File: src/rtl/st7789_spi_rx.sv
// Display-side model of an ST7789 panel on the 9-bit (DC + 8-bit) SPI stream:
// deserialises bytes, decodes the command subset and emits RAMWR pixel write strobes.
//
// state    | meaning
// ---------+----------------------------------------------
// S_IDLE   | waiting for a command byte
// S_COLMOD | next data byte loads colmod
// S_MADCTL | next data byte loads madctl
// S_CASET  | collecting XS_hi, XS_lo, XE_hi, XE_lo
// S_RASET  | collecting YS_hi, YS_lo, YE_hi, YE_lo
// S_RAMWR  | pairing data bytes into RGB565 pixel writes
module st7789_spi_rx #(
    parameter int         IDLE_CYC = 64,
    parameter logic [7:0] XE_RST   = 8'd239,
    parameter logic [7:0] YE_RST   = 8'd239
) (
    input  logic        w_clk,
    input  logic        w_rst_n,
    input  logic        st7789_SCL,
    input  logic        st7789_SDA,
    input  logic        st7789_DC,
    output logic        rx_valid,
    output logic [7:0]  rx_byte,
    output logic        rx_dc,
    output logic        px_we,
    output logic [15:0] px_addr,
    output logic [15:0] px_data,
    output logic        disp_on,
    output logic        sleep_out,
    output logic [7:0]  colmod,
    output logic [7:0]  madctl,
    output logic        frame_done
);

    localparam logic [2:0] S_IDLE   = 3'd0;
    localparam logic [2:0] S_COLMOD = 3'd1;
    localparam logic [2:0] S_MADCTL = 3'd2;
    localparam logic [2:0] S_CASET  = 3'd3;
    localparam logic [2:0] S_RASET  = 3'd4;
    localparam logic [2:0] S_RAMWR  = 3'd5;

    localparam int            TW        = $clog2(IDLE_CYC + 1);
    localparam logic [TW-1:0] IDLE_LOAD = TW'(IDLE_CYC - 1);

    logic          scl_m, scl_s, scl_d;
    logic          sda_m, sda_s;
    logic          dc_m, dc_s;
    logic          scl_rise;
    logic [6:0]    shreg;
    logic [2:0]    bit_cnt;
    logic [TW-1:0] idle_cnt;

    logic [2:0]    state;
    logic [1:0]    pidx;
    logic          half;
    logic [7:0]    hi_byte;
    logic [7:0]    x, y, xs, xe, ys, ye;

    // SCL sync flops reset to the idle-high level so release from reset never fakes an edge
    always_ff @(posedge w_clk or negedge w_rst_n) begin
        if (!w_rst_n) begin
            scl_m <= 1'b1;
            scl_s <= 1'b1;
            scl_d <= 1'b1;
            sda_m <= 1'b0;
            sda_s <= 1'b0;
            dc_m  <= 1'b0;
            dc_s  <= 1'b0;
        end else begin
            scl_m <= st7789_SCL;
            scl_s <= scl_m;
            scl_d <= scl_s;
            sda_m <= st7789_SDA;
            sda_s <= sda_m;
            dc_m  <= st7789_DC;
            dc_s  <= dc_m;
        end
    end

    assign scl_rise = scl_s & ~scl_d;

    always_ff @(posedge w_clk or negedge w_rst_n) begin
        if (!w_rst_n) begin
            shreg    <= '0;
            bit_cnt  <= '0;
            idle_cnt <= '0;
            rx_valid <= 1'b0;
            rx_byte  <= '0;
            rx_dc    <= 1'b0;
        end else begin
            rx_valid <= 1'b0;
            if (scl_rise) begin
                shreg    <= {shreg[5:0], sda_s};
                bit_cnt  <= bit_cnt + 3'd1;
                idle_cnt <= IDLE_LOAD;
                if (bit_cnt == 3'd7) begin
                    rx_valid <= 1'b1;
                    rx_byte  <= {shreg, sda_s};
                    rx_dc    <= dc_s;
                end
            end else if (bit_cnt != 3'd0) begin
                // terminal count drops the partial byte
                if (idle_cnt == '0)
                    bit_cnt <= 3'd0;
                else
                    idle_cnt <= idle_cnt - 1'b1;
            end
        end
    end

    always_ff @(posedge w_clk or negedge w_rst_n) begin
        if (!w_rst_n) begin
            state      <= S_IDLE;
            pidx       <= '0;
            half       <= 1'b0;
            hi_byte    <= '0;
            x          <= '0;
            y          <= '0;
            xs         <= '0;
            xe         <= XE_RST;
            ys         <= '0;
            ye         <= YE_RST;
            px_we      <= 1'b0;
            px_addr    <= '0;
            px_data    <= '0;
            disp_on    <= 1'b0;
            sleep_out  <= 1'b0;
            colmod     <= '0;
            madctl     <= '0;
            frame_done <= 1'b0;
        end else begin
            px_we      <= 1'b0;
            frame_done <= 1'b0;
            if (rx_valid) begin
                if (!rx_dc) begin
                    state <= S_IDLE;
                    half  <= 1'b0;
                    pidx  <= '0;
                    case (rx_byte)
                        8'h01: begin
                            disp_on   <= 1'b0;
                            sleep_out <= 1'b0;
                            colmod    <= '0;
                            madctl    <= '0;
                            px_addr   <= '0;
                            px_data   <= '0;
                            xs        <= '0;
                            xe        <= XE_RST;
                            ys        <= '0;
                            ye        <= YE_RST;
                        end
                        8'h11: sleep_out <= 1'b1;
                        8'h29: disp_on <= 1'b1;
                        8'h3A: state <= S_COLMOD;
                        8'h36: state <= S_MADCTL;
                        8'h2A: state <= S_CASET;
                        8'h2B: state <= S_RASET;
                        8'h2C: begin
                            state <= S_RAMWR;
                            x     <= xs;
                            y     <= ys;
                        end
                        default: ;
                    endcase
                end else begin
                    case (state)
                        S_COLMOD: begin
                            colmod <= rx_byte;
                            state  <= S_IDLE;
                        end
                        S_MADCTL: begin
                            madctl <= rx_byte;
                            state  <= S_IDLE;
                        end
                        S_CASET, S_RASET: begin
                            // only the low bytes matter: coordinates are 8-bit
                            if (pidx == 2'd1) begin
                                if (state == S_CASET) xs <= rx_byte;
                                else                  ys <= rx_byte;
                            end else if (pidx == 2'd3) begin
                                if (state == S_CASET) xe <= rx_byte;
                                else                  ye <= rx_byte;
                            end
                            pidx <= pidx + 2'd1;
                            if (pidx == 2'd3) state <= S_IDLE;
                        end
                        S_RAMWR: begin
                            if (!half) begin
                                hi_byte <= rx_byte;
                                half    <= 1'b1;
                            end else begin
                                half       <= 1'b0;
                                px_we      <= 1'b1;
                                px_addr    <= {y, x};
                                px_data    <= {hi_byte, rx_byte};
                                frame_done <= (x == xe) && (y == ye);
                                if (x == xe) begin
                                    x <= xs;
                                    y <= (y == ye) ? ys : y + 8'd1;
                                end else begin
                                    x <= x + 8'd1;
                                end
                            end
                        end
                        default: ;
                    endcase
                end
            end
        end
    end

endmodule

File: config.mk
export PLATFORM = sky130hd
export DESIGN_NAME = st7789_spi_rx
export DESIGN_NICKNAME = d
export VERILOG_FILES = /design/src/rtl/st7789_spi_rx.sv
export SDC_FILE = /design/constraint.sdc
export NUM_CORES = 1
export LEC_CHECK = 0
export BUFFER_PORTS_ARGS = -buffer_cell sky130_fd_sc_hd__clkbuf_2
export CAP_MARGIN = 20
export CORE_MARGIN = 2
export CORE_UTILIZATION = 59
export DETAILED_ROUTE_END_ITERATION = 10
export HOLD_SLACK_MARGIN = 0.03
export PLACE_DENSITY = 0.8
export SYNTH_ARGS = -nofsm -noshare
export SYNTH_HDL_FRONTEND = slang
export SYNTH_SLANG_ARGS = --single-unit
File: constraint.sdc
create_clock -name w_clk -period 3.9 [get_ports w_clk]
set_input_delay 0.195 -clock w_clk [delete_from_list [all_inputs] [get_ports w_clk]]
set_output_delay 0.195 -clock w_clk [all_outputs]
set_load 0.03 [all_outputs]
==> reports/metrics.csv, run 1 <==
metric;value;unit
synthTopCellsByArea;dfrtp_1 (51%), dfstp_2 (6.9%), nand2_1 (6.0%);
numCtsBuffers;17;
ys.flop_type;dfrtp_1;
cellPowerDensity;529;mW/mm^2
synth_common_cells;dfrtp_1 (131), nand2_1 (104), o21ai_0 (63);
die_y;109;um
startpoint_type;flip-flop;
fillCellCount;769;
core_area;0.0108;mm^2
hold_ws;0.225;ns
start_util;60.1;%
synth_nets;613;
die_area;0.0118;mm^2
top_regs;px_addr: 16 flops, px_data: 16 flops;
p_leak;3.59;nW
areaGrowthSynthToFinish;16.2;%
drc;0;
synth_mux_area_share;4.98;%
max_freq;354;MHz
worst_slew_pin_slew;0.948;ns
first_iter_violations;299;
status;finished clean;
yosysTopAreaCellShare;50.6;%
numPortBuffers;66;
diodes;0;
worstSetupPathType;reg -> reg;
rows;38;
synth_top_area_cell;dfrtp_1;
drive_above_1_share;21.4;%
nets;673;
cts_tree;done;
worstHoldPathType;in -> async;
h-tree-depth;4;
ys.warnings.count;0;
synth_edf_count;0;
dpl_cell_area;0.00690;mm^2
crit_arrival;3.24;ns
fin_crit_sh;72.4;%
yosysSeqAreaShare;57.5;%
drv_slew;0;
ant_nets;0;
r2r_cells;6;
synth_compound_area_share;15.3;%
fin_crit;2.82;ns
cts-root-buf;clkbuf_8;
clk_latency;0.53;ns
vdd_ir_drop_max;345;uV
synthXorXnorAreaFrac;2.97;%
drv_cap;0;
synth-simple-area-share;14.1;%
setup_tns;0;ns
maxSlewHeadroom;36.4;%
required;4.32;ns
vias_per_cell;6.01;
rsz0062_at_grt;false;
grt_pass1_vias;4742;
synth.avg_cell_area;10.8;um^2
syn_inst;599;
synth_seq_cells;148;
io_pins;67;
finalClockSkew;0.00705;ns
finalSetupViolations;0;
synth_top_family_by_area;compound AO/OA/AOI/OAI gates;
synth_area;0.00648;mm^2
hpwl;10100;um
dr.pass1.iters;7;
synthDistinctLibCells;54;
async_reset_ff_share;100;%
grt_pass1_wl;24500;um
clk_path_buf_depth;2;
routedWlPerCell;18.7;um
wl;15200;um
die_w;109;um
clk_pin_slew;0.06;ns
clock-sinks;148;
synth_fa_ha_area_share;1.74;%
overflow;0;
place_congestion;0.886;
grt_max_degree;72;
antenna_found_initial;0;
worstPathMaxFanout;35;
grt_usage;27.5;%
ctsResizeCount;0;
end_kind;flip-flop;
vias;4878;
synth.most_common_cell;dfrtp_1;
finalHoldViolations;0;
final_area;0.00753;mm^2
==> report_power, final <==
part,internal [mW],switching (mW)
registers,1.65,0.161
clock network,1.01,0.609
logic,0.191,0.359
total,2.85,1.13
==> layer usage <==
layer  part of all wire [%]  track usage (%)  up-vias  wire (um)
li1                       -                -     2229          -
met2                     50             45.2      169       7640
met3                    5.6             6.40       34        857
met4                    2.4             10.3        0        365
met5                      0                0        -          0
met1                     42             35.8     2446       6330
==> what timing repair did <==
item	in CTS	in global routing
buffers inserted	0	0
endpoints found under the hold margin	67	0
hold buffers	4	0
==> per-stage QoR <==
step                      worst slack [ns]  power, mW  std cells  util, %
after floorplan                       1.70       2.17        599        -
after global placement                1.20       2.33        776     64.0
after detailed placement              1.13       2.37        776     64.0
after CTS                             1.12       4.00        812     69.8
after global routing                 0.896       4.15        812     69.8
final                                 1.08       3.98        812     69.8
==> cell usage in the layout (no fill, tap or decap), types with 4 or more instances in the layout <==
cell / count
inv_1: 16
dlygate4sd3_1: 4
nand3_1: 11
clkbuf_1: 5
a211oi_1: 5
dfrtp_1: 131
clkbuf_2: 65
dfstp_2: 17
nand2_1: 104
o22a_1: 4
nor4b_1: 5
mux2i_1: 12
nand4_1: 4
nor2_1: 20
nand2b_1: 6
a2bb2oi_1: 4
clkbuf_16: 16
mux2_2: 18
ha_1: 9
xor2_1: 19
nor4_1: 4
nor3_1: 6
a22o_1: 34
o21ai_0: 63
buf_4: 8
o22ai_1: 5
a21oi_1: 8
and3_1: 7
o21ai_1: 6
==> cell families (layout without fill, tap and decap cells) <==
| family | count (synthesis) | after routing |
|---|---|---|
| and+or+nand+nor | 189 | 189 |
| AOI/OAI and AO/OA | 147 | 147 |
| adders and majority gates | 9 | 9 |
| muxes | 30 | 30 |
| DFF | 148 | 148 |
| buffers and inverters | 54 | 127 |
| xor gates and xnor gates | 22 | 22 |
==> final cells by class <==
type                            count  area, um^2  area share [%]
Sequential cell                   148        3720            49.5
Multi-Input combinational cell    397        2540            33.8
Clock buffer                       24         460            6.11
Timing Repair Buffer               78         437            5.80
Tap cell                          140         175            2.33
Clock inverter                      8         128            1.69
Inverter                           17        63.8           0.847
==> worst paths after layout <==
| path | from | end | slack [ns] |
|---|---|---|---|
| setup / recovery | rx_dc | x[0] | 1.08 |
| hold / removal | w_rst_n | y[5] | 0.22 |
| setup reg to reg | rx_dc | x[0] | 1.08 |
| hold reg to reg | dc_m | dc_s | 0.35 |
| max in group asynchronous | w_rst_n | xe[3] | 2.67 |
| min in group w_clk | st7789_DC | dc_m | 0.31 |
==> worst max-delay path, cell delays in order, from the launching register on <==
cell	delay [ns]
dfrtp_1	0.60
and4b_1	0.34
and3_1	0.18
buf_4	0.24
a41oi_4	0.69
nor2_1	0.29
a221o_1	0.36
No activity file was read; power rests on OpenSTA's default activity.
==> inputs of run 2 (changes only) <==
==> constraint.sdc (replaced) <==
create_clock -name w_clk -period 2.9 [get_ports w_clk]
set_input_delay 0.145 -clock w_clk [delete_from_list [all_inputs] [get_ports w_clk]]
set_output_delay 0.145 -clock w_clk [all_outputs]
set_load 0.03 [all_outputs]
==> reports/metrics.csv, run 2 (synthesized netlist as in run 1, its figures left out) <==
metric;value;unit;change
top_regs;px_addr: 16 flops, px_data: 16 flops;;
seqCellArea;0.00372;mm^2;unchanged
nets;678;;+0.74%
rsz0062_at_grt;false;;
core_area;0.0108;mm^2;unchanged
grt_usage;27.5;%;about the same
cellPowerDensity;703;mW/mm^2;+33%
diodes;0;;unchanged
worstHoldPathType;in -> async;;
drc;0;;unchanged
crit_buf_inv;1;;unchanged
die_y;109;um;unchanged
hpwl;10100;um;-0.58%
start_util;60.1;%;unchanged
routedWlPerCell;18.6;um;-0.83%
die_w;109;um;unchanged
final_util;70.1;%;+0.34 points
cpPeakStageDelay;0.59;ns;-0.10 ns
cts_tree;done;;
required;3.31;ns;-1.01 ns
ant_nets;0;;unchanged
clk_latency;0.54;ns;about the same
path_cells;or4b_4, nor2_4, a41oi_4, buf_4, a211oi_1, o22ai_1;;
clk_path_buf_depth;2;;unchanged
numCtsBuffers;17;;unchanged
cts-root-buf;clkbuf_8;;
critPathTopFamily;simple AND/OR/NAND/NOR gates;;
setup_tns;0;ns;unchanged
reg2reg_slack;0.58;ns;-0.49 ns
worstPathMaxFanout;19;;-46%
numPortBuffers;66;;unchanged
worst_slew_pin_slew;1.02;ns;+0.0714 ns
fin_crit_sh;79.9;%;+7.4 points
antenna_found_initial;0;;unchanged
fin_crit;2.32;ns;-0.509 ns
dpl_cell_area;0.00695;mm^2;+0.72%
clk_pin_slew;0.06;ns;about the same
rows;38;;unchanged
io_pins;67;;unchanged
drv_cap;0;;unchanged
finalSetupViolations;0;;unchanged
place_congestion;0.917;;+3.5%
grt_max_degree;72;;unchanged
first_iter_violations;422;;+41%
worstSetupPathType;reg -> reg;;
vias_per_cell;6.01;;about the same
clock-sinks;148;;unchanged
maxSlewHeadroom;31.6;%;-4.8 points
multi_input_area;0.00254;mm^2;unchanged
use_met3;5.44;%;-0.96 points
grt_pass1_vias;4752;;+0.21%
layout_common_cells;dfrtp_1 (131), nand2_1 (104), clkbuf_2 (65);;
drive_above_1_share;22.5;%;+1.0 points
overflow;0;;unchanged
end_kind;flip-flop;;
finalClockSkew;0.00616;ns;-0.000887 ns
h-tree-depth;4;;unchanged
areaGrowthSynthToFinish;16.8;%;
hold_ws;0.174;ns;-0.0507 ns
use_met2;43.8;%;-1.4 points
drv_slew;0;;unchanged
vdd_ir_drop_max;505;uV;+46%
final_area;0.00757;mm^2;+0.48%
wl;15200;um;-0.22%
status;finished clean;;
finalHoldViolations;0;;unchanged
cp_slowest_cell;or4b_4;;
met1_usage;36.8;%;+1.0 points
crit_arrival;2.72;ns;-0.52 ns
dr.pass1.iters;5;;-2
p_leak;3.62;nW;+0.65%
top_usage_layer;met2;;
cts_setup_buffers;0;;unchanged
final_common_cell;dfrtp_1;;
vias;4907;;+0.59%
grt_pass1_wl;24500;um;+0.17%
max_freq;432;MHz;+22%
startpoint_type;flip-flop;;
fillCellCount;767;;-0.26%
die_area;0.0118;mm^2;unchanged
[run 2: cell count changes in the layout (fill, tap and decap cells not counted), sizes merged]
cell | previous run | this run
clkbuf | 89 | 90
bufinv | 3 | 1
buf | 9 | 14
clkinvlp | 2 | 4
clkinv | 4 | 3
[run 2: path summary, 6_finish.rpt]
kind / start / to / cells past startpoint
setup / recovery: rx_dc / y[5] / 6
hold / removal: w_rst_n / px_addr[12] / 2
setup reg to reg: rx_dc / y[5] / 6
hold reg to reg: scl_m / scl_s / 0
max in group asynchronous: w_rst_n / xe[0] / 3
min in group w_clk: st7789_DC / dc_m / 2
[run 2: where the power goes]
part	switching [mW]	total, mW	internal, mW
clock	0.839	2.11	1.27
combinational	0.520	0.795	0.275
sequential	0.191	2.41	2.22
total	1.55	5.32	3.77
[run 2: worst register-to-register path, cell delays in order, from the launching register on]
cell,delay [ns]
dfrtp_1,0.46
or4b_4,0.59
nor2_4,0.14
a41oi_4,0.30
buf_4,0.30
a211oi_1,0.27
o22ai_1,0.12
[run 2: layout make-up]
class | instances | area share, %
clock inverters | 7 | 0.926
multi-input cells | 397 | 33.6
flip-flops and latches | 148 | 49.2
repair buffers | 83 | 6.43
well taps | 140 | 2.31
clock buffers | 25 | 6.66
inverters | 17 | 0.843
[run 2: routing by layer]
| layer | part of all wire [%] | vias up |
|---|---|---|
| met5 | 0 | - |
| met4 | 1.8 | 0 |
| met3 | 5.5 | 25 |
| met2 | 50 | 170 |
| met1 | 43 | 2470 |
| li1 | - | 2242 |
[run 2: per-stage QoR]
stage / instances / setup WS, ns / total power, mW
5_1_grt: 817 / 0.389 / 5.53
3_5_place_dp: 781 / 0.641 / 3.22
3_3_place_gp: 781 / 0.639 / 3.19
2_1_floorplan: 599 / 0.704 / 2.92
4_1_cts: 817 / 0.601 / 5.33
6_report: 817 / 0.584 / 5.32
[run 2: timing repair]
item                                   4_1_cts  5_1_grt
gates resized for setup                      0        0
endpoints found under the hold margin       72        0
setup endpoints to repair                    0        0
hold buffers                                 4        0
==> inputs of run 3 (changes only) <==
--- a/config.mk
+++ b/config.mk
@@ -8,10 +8,10 @@
 export BUFFER_PORTS_ARGS = -buffer_cell sky130_fd_sc_hd__clkbuf_2
 export CAP_MARGIN = 20
 export CORE_MARGIN = 2
-export CORE_UTILIZATION = 59
+export CORE_UTILIZATION = 53
 export DETAILED_ROUTE_END_ITERATION = 10
 export HOLD_SLACK_MARGIN = 0.03
-export PLACE_DENSITY = 0.8
+export PLACE_DENSITY = 0.76
 export SYNTH_ARGS = -nofsm -noshare
 export SYNTH_HDL_FRONTEND = slang
 export SYNTH_SLANG_ARGS = --single-unit
==> constraint.sdc (replaced) <==
create_clock -name w_clk -period 2.01 [get_ports w_clk]
set_input_delay 0.1005 -clock w_clk [delete_from_list [all_inputs] [get_ports w_clk]]
set_output_delay 0.1005 -clock w_clk [all_outputs]
set_load 0.03 [all_outputs]
==> reports/metrics.csv, run 3 (synthesized netlist as in run 1, its figures left out) <==
metric;value;unit;change
status;finished, violations left;;
violations;setup timing;;
clk_pin_slew;0.06;ns;about the same
antenna_found_initial;0;;unchanged
core_area;0.0120;mm^2;+11%
grt_max_degree;62;;-14%
finalClockSkew;0.00764;ns;+0.00148 ns
wl;15500;um;+2.3%
required;2.38;ns;-0.93 ns
clock-sinks;148;;unchanged
grt_pass1_vias;4892;;+2.9%
fin_ws;-0.0266;ns;-0.610 ns
vias;5018;;+2.3%
io_pins;67;;unchanged
die_area;0.0131;mm^2;+11%
fin_crit;2.04;ns;-0.280 ns
worst_slew_pin_slew;0.650;ns;-0.369 ns
rows;40;;+5.3%
nets;719;;+6.0%
start_util;54.2;%;-5.9 points
worstSetupPathType;reg -> reg;;
reg2reg_from;rx_byte[6];;
cts_tree;done;;
layout_common_cells;dfrtp_1 (127), nand2_1 (104), clkbuf_2 (65);;
worstPathMaxFanout;13;;-6
final_util;67.1;%;-3.1 points
numCtsBuffers;17;;unchanged
hpwl;10700;um;+6.7%
first_iter_violations;378;;-10%
place_congestion;0.868;;-5.3%
areaGrowthSynthToFinish;23.8;%;
cts-root-buf;clkbuf_16;;
diodes;0;;unchanged
setup_tns;-0.0458;ns;-0.0458 ns
overflow;0;;unchanged
worstHoldPathType;in -> async;;
crit_arrival;2.40;ns;-0.32 ns
drv_slew;0;;unchanged
end_kind;flip-flop;;
rsz0062_at_grt;true;;
clk_path_buf_depth;2;;unchanged
startpoint_type;flip-flop;;
ant_nets;0;;unchanged
maxSlewHeadroom;56.2;%;+25 points
max_freq;491;MHz;+14%
drc;0;;unchanged
fin_crit_sh;101;%;+21 points
vdd_ir_drop_max;769;uV;+52%
clk_latency;0.43;ns;-0.11 ns
setup.worst_path.start;rx_byte[6];;
dr.pass1.iters;5;;unchanged
finalSetupViolations;2;;+2
die_y;115;um;+5.3%
grt_usage;24.8;%;-2.7 points
vias_per_cell;5.80;;-3.4%
drv_cap;0;;unchanged
drive_above_1_share;28.3;%;+5.8 points
numPortBuffers;66;;unchanged
grt_pass1_wl;24900;um;+1.7%
top_regs;px_addr: 16 flops, px_data: 16 flops;;
routedWlPerCell;17.9;um;-3.4%
cellPowerDensity;1020;mW/mm^2;+45%
p_leak;3.86;nW;+6.9%
finalHoldViolations;0;;unchanged
die_w;115;um;+5.3%
final_common_cell;dfrtp_1;;
h-tree-depth;4;;unchanged
-- run 3: cell count changes in the layout (fill, tap and decap cells not counted), sizes merged --
cell / change
buf: +41
bufinv: +3
clkinvlp: -2
clkbuf: -1
-- run 3: worst max-delay path, cell delays in order (launching register included) --
cell     delay [ns]
dfrtp_2        0.41
or4b_4         0.56
nor2_4         0.13
a41oi_4        0.23
buf_4          0.25
nor4b_1        0.25
a221o_1        0.15
-- run 3: metrics by stage --
stage	power, mW	cell area [um^2]	setup slack (ns)	instances	hold slack [ns]
floorplan	4.22	6490	-0.0522	599	-0.195
global placement	4.72	7290	0.0622	828	0.0168
detailed placement	4.79	7290	-0.0123	828	0.0199
CTS	8.13	7960	0.0107	864	0.139
global route	8.46	8020	-0.0856	865	0.153
finish	8.15	8020	-0.0266	865	0.138
-- run 3: layout make-up --
cell class	count	area, um^2
inverter	17	63.8
clock inverter	8	149
tap	147	184
timing repair buffer	124	823
clock buffer	24	472
fill	872	3940
sequential	148	3730
multi-input combinational	397	2600
-- run 3: metal layers --
metal  GRT usage (%)  share of wire [%]
met5               0                  0
met4            11.0                2.3
met3            5.88                5.2
met2            38.5                 49
met1            33.5                 43
-- run 3: what timing repair did --
action / in CTS / in global routing
hold buffers: 4 / 0
resized for setup: 1 / 10
hold endpoints to repair: 136 / 0
setup buffers: 0 / 1
endpoints found under the setup margin: 1 / 73
pin swaps: 0 / 8
-- run 3: where the power goes --
group          switching, mW  total, mW  leakage (nW)  internal [mW]
registers              0.196       3.41          1.95           3.21
clock network           1.22       3.36         0.295           2.14
logic                  0.855       1.39          1.62          0.533
-- run 3: worst paths after layout --
kind                       endpoint  slack, ns  depth (start not counted)
setup / recovery               x[4]      -0.03                          6
hold / removal                xs[4]       0.14                          2
setup reg to reg               x[4]      -0.03                          6
hold reg to reg                dc_s       0.35                          0
max in group asynchronous     ye[2]       1.17                          3
min in group w_clk            scl_m       0.30                          2
